**src/rtl/vram_arbiter_if.sv**
```systemverilog
// vram_arbiter_if: requester and VRAM-pin bundle for the VRAM arbiter
interface vram_arbiter_if #(
  parameter int ADDR_WIDTH = 16,
  parameter int DATA_WIDTH = 16
);
  logic                  disp_req;
  logic [ADDR_WIDTH-1:0] disp_addr;
  logic                  disp_ack;
  logic [DATA_WIDTH-1:0] disp_rdata;
  logic                  mpu_req;
  logic                  mpu_wr;
  logic [1:0]            mpu_be;
  logic [ADDR_WIDTH-1:0] mpu_addr;
  logic [DATA_WIDTH-1:0] mpu_wdata;
  logic                  mpu_ack;
  logic [DATA_WIDTH-1:0] mpu_rdata;
  logic                  vram_en;
  logic                  vram_rd;
  logic                  vram_wr;
  logic [1:0]            vram_be;
  logic [ADDR_WIDTH-1:0] vram_addr;
  logic [DATA_WIDTH-1:0] vram_data_out;
  logic [DATA_WIDTH-1:0] vram_data_in;
  modport master (
    output disp_req, disp_addr, mpu_req, mpu_wr, mpu_be, mpu_addr, mpu_wdata, vram_data_in,
    input  disp_ack, disp_rdata, mpu_ack, mpu_rdata,
    input  vram_en, vram_rd, vram_wr, vram_be, vram_addr, vram_data_out
  );
  modport slave (
    input  disp_req, disp_addr, mpu_req, mpu_wr, mpu_be, mpu_addr, mpu_wdata, vram_data_in,
    output disp_ack, disp_rdata, mpu_ack, mpu_rdata,
    output vram_en, vram_rd, vram_wr, vram_be, vram_addr, vram_data_out
  );
endinterface

```
**src/rtl/vram_arbiter.sv**
```systemverilog
// vram_arbiter: display/MPU time-multiplexer for the VRAM port; define VRAM_ARB_STARVE_GUARD_EN to let a waiting MPU in after MPU_MAX_WAIT display grants
module vram_arbiter #(
  parameter int ADDR_WIDTH    = 16,
  parameter int DATA_WIDTH    = 16,
  parameter int ACCESS_CYCLES = 2,
  parameter int MPU_MAX_WAIT  = 4
) (
  input logic            clk,
  input logic            _reset,
  vram_arbiter_if.slave  bus
);
  localparam int CW = ACCESS_CYCLES > 1 ? $clog2(ACCESS_CYCLES) : 1;
  typedef enum logic [1:0] {IDLE, ACCESS, DONE} state_t;
  state_t                state, state_d;
  logic [CW-1:0]         cnt, cnt_d;
  logic                  own, own_d;
  logic                  mpu_pick;
  logic                  en_d, rd_d, wr_d, dack_d, mack_d;
  logic [1:0]            be_d;
  logic [ADDR_WIDTH-1:0] addr_d;
  logic [DATA_WIDTH-1:0] dout_d, drd_d, mrd_d;
  if (ACCESS_CYCLES < 1 || MPU_MAX_WAIT < 0) begin : g_bad_params
    $error("vram_arbiter: ACCESS_CYCLES must be >= 1 and MPU_MAX_WAIT >= 0");
  end
`ifdef VRAM_ARB_STARVE_GUARD_EN
  localparam int WW = $clog2(MPU_MAX_WAIT + 2);
  logic [WW-1:0] wait_cnt, wait_d;
  assign mpu_pick = bus.mpu_req && (!bus.disp_req || wait_cnt == WW'(MPU_MAX_WAIT));
  // counts display grants that overtook a waiting MPU; cleared when the MPU wins or stops asking
  always_comb begin
    wait_d = state != IDLE ? wait_cnt :
             (!bus.mpu_req || mpu_pick) ? '0 :
             bus.disp_req ? wait_cnt + 1'b1 : wait_cnt;
  end
  // wait counter register
  always_ff @(posedge clk) begin
    if (!_reset) wait_cnt <= '0;
    else wait_cnt <= wait_d;
  end
`else
  assign mpu_pick = bus.mpu_req && !bus.disp_req;
`endif
  // next-state and next-output logic; every output is registered, so grant decisions show up one edge later
  always_comb begin
    state_d = state;
    cnt_d   = cnt;
    own_d   = own;
    en_d    = bus.vram_en;
    rd_d    = bus.vram_rd;
    wr_d    = bus.vram_wr;
    be_d    = bus.vram_be;
    addr_d  = bus.vram_addr;
    dout_d  = bus.vram_data_out;
    drd_d   = bus.disp_rdata;
    mrd_d   = bus.mpu_rdata;
    dack_d  = 1'b0;
    mack_d  = 1'b0;
    case (state)
      IDLE: if (bus.disp_req || bus.mpu_req) begin
        state_d = ACCESS;
        cnt_d   = CW'(ACCESS_CYCLES - 1);
        own_d   = mpu_pick;
        en_d    = 1'b1;
        rd_d    = mpu_pick ? !bus.mpu_wr : 1'b1;
        wr_d    = mpu_pick && bus.mpu_wr;
        be_d    = mpu_pick ? bus.mpu_be : 2'b11;
        addr_d  = mpu_pick ? bus.mpu_addr : bus.disp_addr;
        dout_d  = mpu_pick ? bus.mpu_wdata : bus.vram_data_out;
      end
      ACCESS: if (cnt == '0) begin
        state_d = DONE;
        en_d    = 1'b0;
        rd_d    = 1'b0;
        wr_d    = 1'b0;
        drd_d   = (bus.vram_rd && !own) ? bus.vram_data_in : bus.disp_rdata;
        mrd_d   = (bus.vram_rd && own) ? bus.vram_data_in : bus.mpu_rdata;
        dack_d  = !own;
        mack_d  = own;
      end else begin
        cnt_d = cnt - 1'b1;
      end
      default: state_d = IDLE;
    endcase
  end
  // state and output registers; reset also aborts any access in flight without an ack
  always_ff @(posedge clk) begin
    if (!_reset) begin
      state             <= IDLE;
      cnt               <= '0;
      own               <= 1'b0;
      bus.vram_en       <= 1'b0;
      bus.vram_rd       <= 1'b0;
      bus.vram_wr       <= 1'b0;
      bus.vram_be       <= '0;
      bus.vram_addr     <= '0;
      bus.vram_data_out <= '0;
      bus.disp_rdata    <= '0;
      bus.mpu_rdata     <= '0;
      bus.disp_ack      <= 1'b0;
      bus.mpu_ack       <= 1'b0;
    end else begin
      state             <= state_d;
      cnt               <= cnt_d;
      own               <= own_d;
      bus.vram_en       <= en_d;
      bus.vram_rd       <= rd_d;
      bus.vram_wr       <= wr_d;
      bus.vram_be       <= be_d;
      bus.vram_addr     <= addr_d;
      bus.vram_data_out <= dout_d;
      bus.disp_rdata    <= drd_d;
      bus.mpu_rdata     <= mrd_d;
      bus.disp_ack      <= dack_d;
      bus.mpu_ack       <= mack_d;
    end
  end
endmodule

```
**src/flat_wrapper.sv**
```systemverilog
// flat-port wrapper written by rule: the top's interface ports become plain ports
module vram_arbiter_flat 
#(
  parameter int ADDR_WIDTH    = 16,
  parameter int DATA_WIDTH    = 16,
  parameter int ACCESS_CYCLES = 2,
  parameter int MPU_MAX_WAIT  = 4
)
  (clk, _reset, bus_disp_req, bus_disp_addr, bus_mpu_req, bus_mpu_wr, bus_mpu_be, bus_mpu_addr, bus_mpu_wdata, bus_vram_data_in, bus_disp_ack, bus_disp_rdata, bus_mpu_ack, bus_mpu_rdata, bus_vram_en, bus_vram_rd, bus_vram_wr, bus_vram_be, bus_vram_addr, bus_vram_data_out);
  vram_arbiter_if #(.ADDR_WIDTH(ADDR_WIDTH), .DATA_WIDTH(DATA_WIDTH)) bus_i ();
  input logic clk;
  input logic _reset;
  input wire logic [$bits(bus_i.disp_req)-1:0] bus_disp_req;
  input wire logic [$bits(bus_i.disp_addr)-1:0] bus_disp_addr;
  input wire logic [$bits(bus_i.mpu_req)-1:0] bus_mpu_req;
  input wire logic [$bits(bus_i.mpu_wr)-1:0] bus_mpu_wr;
  input wire logic [$bits(bus_i.mpu_be)-1:0] bus_mpu_be;
  input wire logic [$bits(bus_i.mpu_addr)-1:0] bus_mpu_addr;
  input wire logic [$bits(bus_i.mpu_wdata)-1:0] bus_mpu_wdata;
  input wire logic [$bits(bus_i.vram_data_in)-1:0] bus_vram_data_in;
  output wire logic [$bits(bus_i.disp_ack)-1:0] bus_disp_ack;
  output wire logic [$bits(bus_i.disp_rdata)-1:0] bus_disp_rdata;
  output wire logic [$bits(bus_i.mpu_ack)-1:0] bus_mpu_ack;
  output wire logic [$bits(bus_i.mpu_rdata)-1:0] bus_mpu_rdata;
  output wire logic [$bits(bus_i.vram_en)-1:0] bus_vram_en;
  output wire logic [$bits(bus_i.vram_rd)-1:0] bus_vram_rd;
  output wire logic [$bits(bus_i.vram_wr)-1:0] bus_vram_wr;
  output wire logic [$bits(bus_i.vram_be)-1:0] bus_vram_be;
  output wire logic [$bits(bus_i.vram_addr)-1:0] bus_vram_addr;
  output wire logic [$bits(bus_i.vram_data_out)-1:0] bus_vram_data_out;
  assign bus_i.disp_req = bus_disp_req;
  assign bus_i.disp_addr = bus_disp_addr;
  assign bus_i.mpu_req = bus_mpu_req;
  assign bus_i.mpu_wr = bus_mpu_wr;
  assign bus_i.mpu_be = bus_mpu_be;
  assign bus_i.mpu_addr = bus_mpu_addr;
  assign bus_i.mpu_wdata = bus_mpu_wdata;
  assign bus_i.vram_data_in = bus_vram_data_in;
  assign bus_disp_ack = bus_i.disp_ack;
  assign bus_disp_rdata = bus_i.disp_rdata;
  assign bus_mpu_ack = bus_i.mpu_ack;
  assign bus_mpu_rdata = bus_i.mpu_rdata;
  assign bus_vram_en = bus_i.vram_en;
  assign bus_vram_rd = bus_i.vram_rd;
  assign bus_vram_wr = bus_i.vram_wr;
  assign bus_vram_be = bus_i.vram_be;
  assign bus_vram_addr = bus_i.vram_addr;
  assign bus_vram_data_out = bus_i.vram_data_out;
  vram_arbiter #(.ADDR_WIDTH(ADDR_WIDTH), .DATA_WIDTH(DATA_WIDTH), .ACCESS_CYCLES(ACCESS_CYCLES), .MPU_MAX_WAIT(MPU_MAX_WAIT)) u_core (.clk(clk), ._reset(_reset), .bus(bus_i));
endmodule
```
**config.mk**
```make
export PLATFORM = sky130hd
export DESIGN_NAME = vram_arbiter_flat
export DESIGN_NICKNAME = d
export VERILOG_FILES = /design/src/rtl/vram_arbiter_if.sv /design/src/rtl/vram_arbiter.sv /design/src/flat_wrapper.sv
export SDC_FILE = /design/constraint.sdc
export NUM_CORES = 1
export LEC_CHECK = 0
export CORE_MARGIN = 1.5
export CORE_UTILIZATION = 35
export CTS_CLUSTER_SIZE = 14
export DETAILED_ROUTE_END_ITERATION = 10
export PLACE_DENSITY_LB_ADDON = 0.05
export SETUP_SLACK_MARGIN = 0.02
export SYNTH_ARGS = -nofsm -noshare
export SYNTH_HDL_FRONTEND = slang
export SYNTH_SLANG_ARGS = --single-unit
```
**constraint.sdc**
```tcl
create_clock -name clk -period 3 [get_ports clk]
set_clock_uncertainty 0.15 [all_clocks]
set_input_delay 0.75 -clock clk [delete_from_list [all_inputs] [get_ports clk]]
set_output_delay 0.75 -clock clk [all_outputs]
set_load 0.05 [all_outputs]
```
==> impl_metrics.toml <==
[cts]
ctsHoldBuffers = 0
htree_levels = 3
clk_path_buf_depth = 2
clock_latency_ns = 0.34
numClockSinks = 75
cts_resized = 0
cts_tree = "done"
post-cts-setup-buffers = 0
clock-root-buffer = "clkbuf_8"
cts.reportedPaths.clkPinSlew_ns = 0.07
cts_made_buffers = 9

[logic_synthesis]
yosysWarnings = 0
ys_types = 28
synth-simple-area-share_pct = 15.45
synth_top_area_share_pct = 51.22
syn_inst = 307
synth_xor_xnor_area_share_pct = 0
synth_top_family_by_area = "multiplexers"
syn-num-nets = 378
yosysTopAreaCell = "dfxtp_1"
muxShareOfSynthArea_pct = 16.39
synth_area_per_cell_um2 = 9.549
netlist_area_mm2 = 0.002932
seq_area_frac_synth_pct = 51.22
synth-adder-area-share_pct = 0
synth_seq_cells = 75
synth-compound-area-share_pct = 11.99
synth_area_leaders = "dfxtp_1 51%, mux2i_1 16%, nand2_1 11%"

[routing]
top_layer = "met4"
dr.pass1.iters = 5
vias = 2567
drcViolationCount = 0
ant_nets = 0
via_per_inst = 4.642
wl_met1_mm = 3.256
wl_met2_mm = 3.262
drt-initial-drc-count = 52
totalWireLength_mm = 7.250
wl_met3_um = 667
wl_per_cell_um = 13.11

[floorplan]
chipHeight_um = 94.52
die_area_mm2 = 0.008934
chipWidth_um = 94.52
initial_core_util_pct = 35.86
ios = 142
rows = 33
core_area_mm2 = 0.008175

[worst_setup_path]
crit_required_ns = 2.10
crit_fanout = 4
worstSetupPathType = "flop to primary output"
slowest_delay_ns = 0.84
start_kind = "flop"
crit_buf_inv = 1
end_kind = "primary output"
cp_top_family = "buffers and inverters"
critical_path_arrival_ns = 1.57
crit_chain = "clkdlybuf4s50_1"
slowest_stage = "clkdlybuf4s50_1"

[final_layout]
fin_area_mm2 = 0.004626
area_growth_pct = 57.79
drive_gt1_share_pct = 7.366
layout_commonest_cell = "clkdlybuf4s50_1"
diodes = 0
final_cell_mix = "140 x clkdlybuf4s50_1, 84 x nand2_1, 75 x dfxtp_1"
fin_cells = 553
fill_cells = 752
nNetsFinal = 514

[global_route]
grt_overflow = 0
grt_util_all_layers_pct = 16.58
grt_max_degree = 40
antenna_found_initial = 0
grt_pass1_wl_mm = 11.39
grt_pass1_vias = 2385

[sta]
hold_violations = 0
slew_viol_final = 0
worst_pin_slew_ns = 0.5597
fmax_ghz = 0.4046
setup-violations-final = 0
setup_tns_ns = 0
post-route-min-period_ns = 2.471
fin_crit_sh_pct = 82.38
max-slew-margin-rel_pct = 62.64
rsz0062_at_grt = "no"

[placement]
io_buffers = 141
hpwl_mm = 5.293
dp_cells = 537
gp_congestion = 0.7071
placed_area_mm2 = 0.004398

[flow_run]
max_cap_violations = 0

[power_and_ir_drop]
p_leak_nw = 1.842
ir_drop_mv = 0.2731
p_per_area_mw_per_mm2 = 549.1

[hold_path]
min_path_type = "flop to flop"

[run_status]
status = "finished, final reports clean"
-- metal layers --
| layer | vias to the layer above | global-route usage, % |
|---|---|---|
| li1 | 1325 | - |
| met1 | 1146 | 20.80 |
| met2 | 90 | 24.94 |
| met3 | 6 | 7.568 |
| met4 | 0 | 5.970 |
| met5 | - | 0 |
-- worst paths after layout --
path | to | depth (start not counted) | startpoint | slack (ns)
worst min-delay path | u_core.bus.vram_data_out[1] | 2 | u_core.bus.vram_data_out[1] | 0.30
worst min register to register | u_core.bus.vram_data_out[1] | 2 | u_core.bus.vram_data_out[1] | 0.30
worst max register to register | u_core.bus.disp_rdata[15] | 4 | u_core.state[0] | 0.73
worst max-delay path | bus_vram_rd | 1 | u_core.bus.vram_rd | 0.53
-- kinds of logic (layout without fill, tap and decap cells) --
group,Yosys count,in the layout
AOI/OAI and AO/OA,58,58
buffers and inverters,26,167
DFF,75,75
muxes,48,48
and+or+nand+nor,100,100
-- sequential cells by signal (all words and copies together) (netlist names) --
name                      count
u_core.bus.disp_ack           1
u_core.bus.disp_rdata        16
u_core.bus.mpu_ack            1
u_core.bus.mpu_rdata         16
u_core.bus.vram_addr         16
u_core.bus.vram_be            2
u_core.bus.vram_data_out     16
u_core.bus.vram_en            1
u_core.bus.vram_rd            1
u_core.bus.vram_wr            1
u_core.cnt                    1
u_core.own                    1
u_core.state                  2
-- layout make-up --
type / instances / area, um^2 / share of cell area [%]
Sequential cell: 75 / 1501 / 32.46
Timing Repair Buffer: 149 / 1466 / 31.70
Multi-Input combinational cell: 206 / 1291 / 27.91
Clock buffer: 12 / 155.1 / 3.354
Tap cell: 105 / 131.4 / 2.840
Clock inverter: 4 / 72.57 / 1.569
Inverter: 2 / 7.507 / 0.1623
-- cells in the mapped netlist --
library cell,number
nand3_2,1
clkbuf_1,12
nor4b_4,1
and3_1,1
nand2_1,84
nor2_1,3
a21oi_1,36
or3b_4,1
buf_2,7
buf_4,2
a221oi_1,1
o221a_2,2
mux2i_1,48
o21ai_0,1
or2_2,1
inv_1,2
a211oi_1,16
nor3b_2,2
buf_12,1
or4b_1,1
nor3_2,1
buf_6,2
nor3_1,1
nand2b_1,1
nand3b_1,1
dfxtp_1,75
nand3_1,1
o31ai_1,2
-- power by group --
group	internal (mW)	switching [mW]	leakage, nW
combinational	0.242	0.336	1.12
sequential	1.05	0.0394	0.612
clock	0.513	0.356	0.113
total	1.81	0.731	1.84
-- per-stage QoR --
| step | power (mW) | util (%) | hold slack [ns] | setup WS (ns) |
|---|---|---|---|---|
| floorplan | 1.462 | - | 0.3415 | 1.063 |
| global placement | 1.694 | 53.80 | 0.2922 | 0.5373 |
| CTS | 2.578 | 56.58 | 0.3062 | 0.4855 |
| detailed placement | 1.698 | 53.80 | 0.2953 | 0.4815 |
| finish | 2.540 | 56.58 | 0.3043 | 0.5287 |
| global route | 2.664 | 56.58 | 0.3272 | 0.4679 |
(Power assumes the default switching activity.)
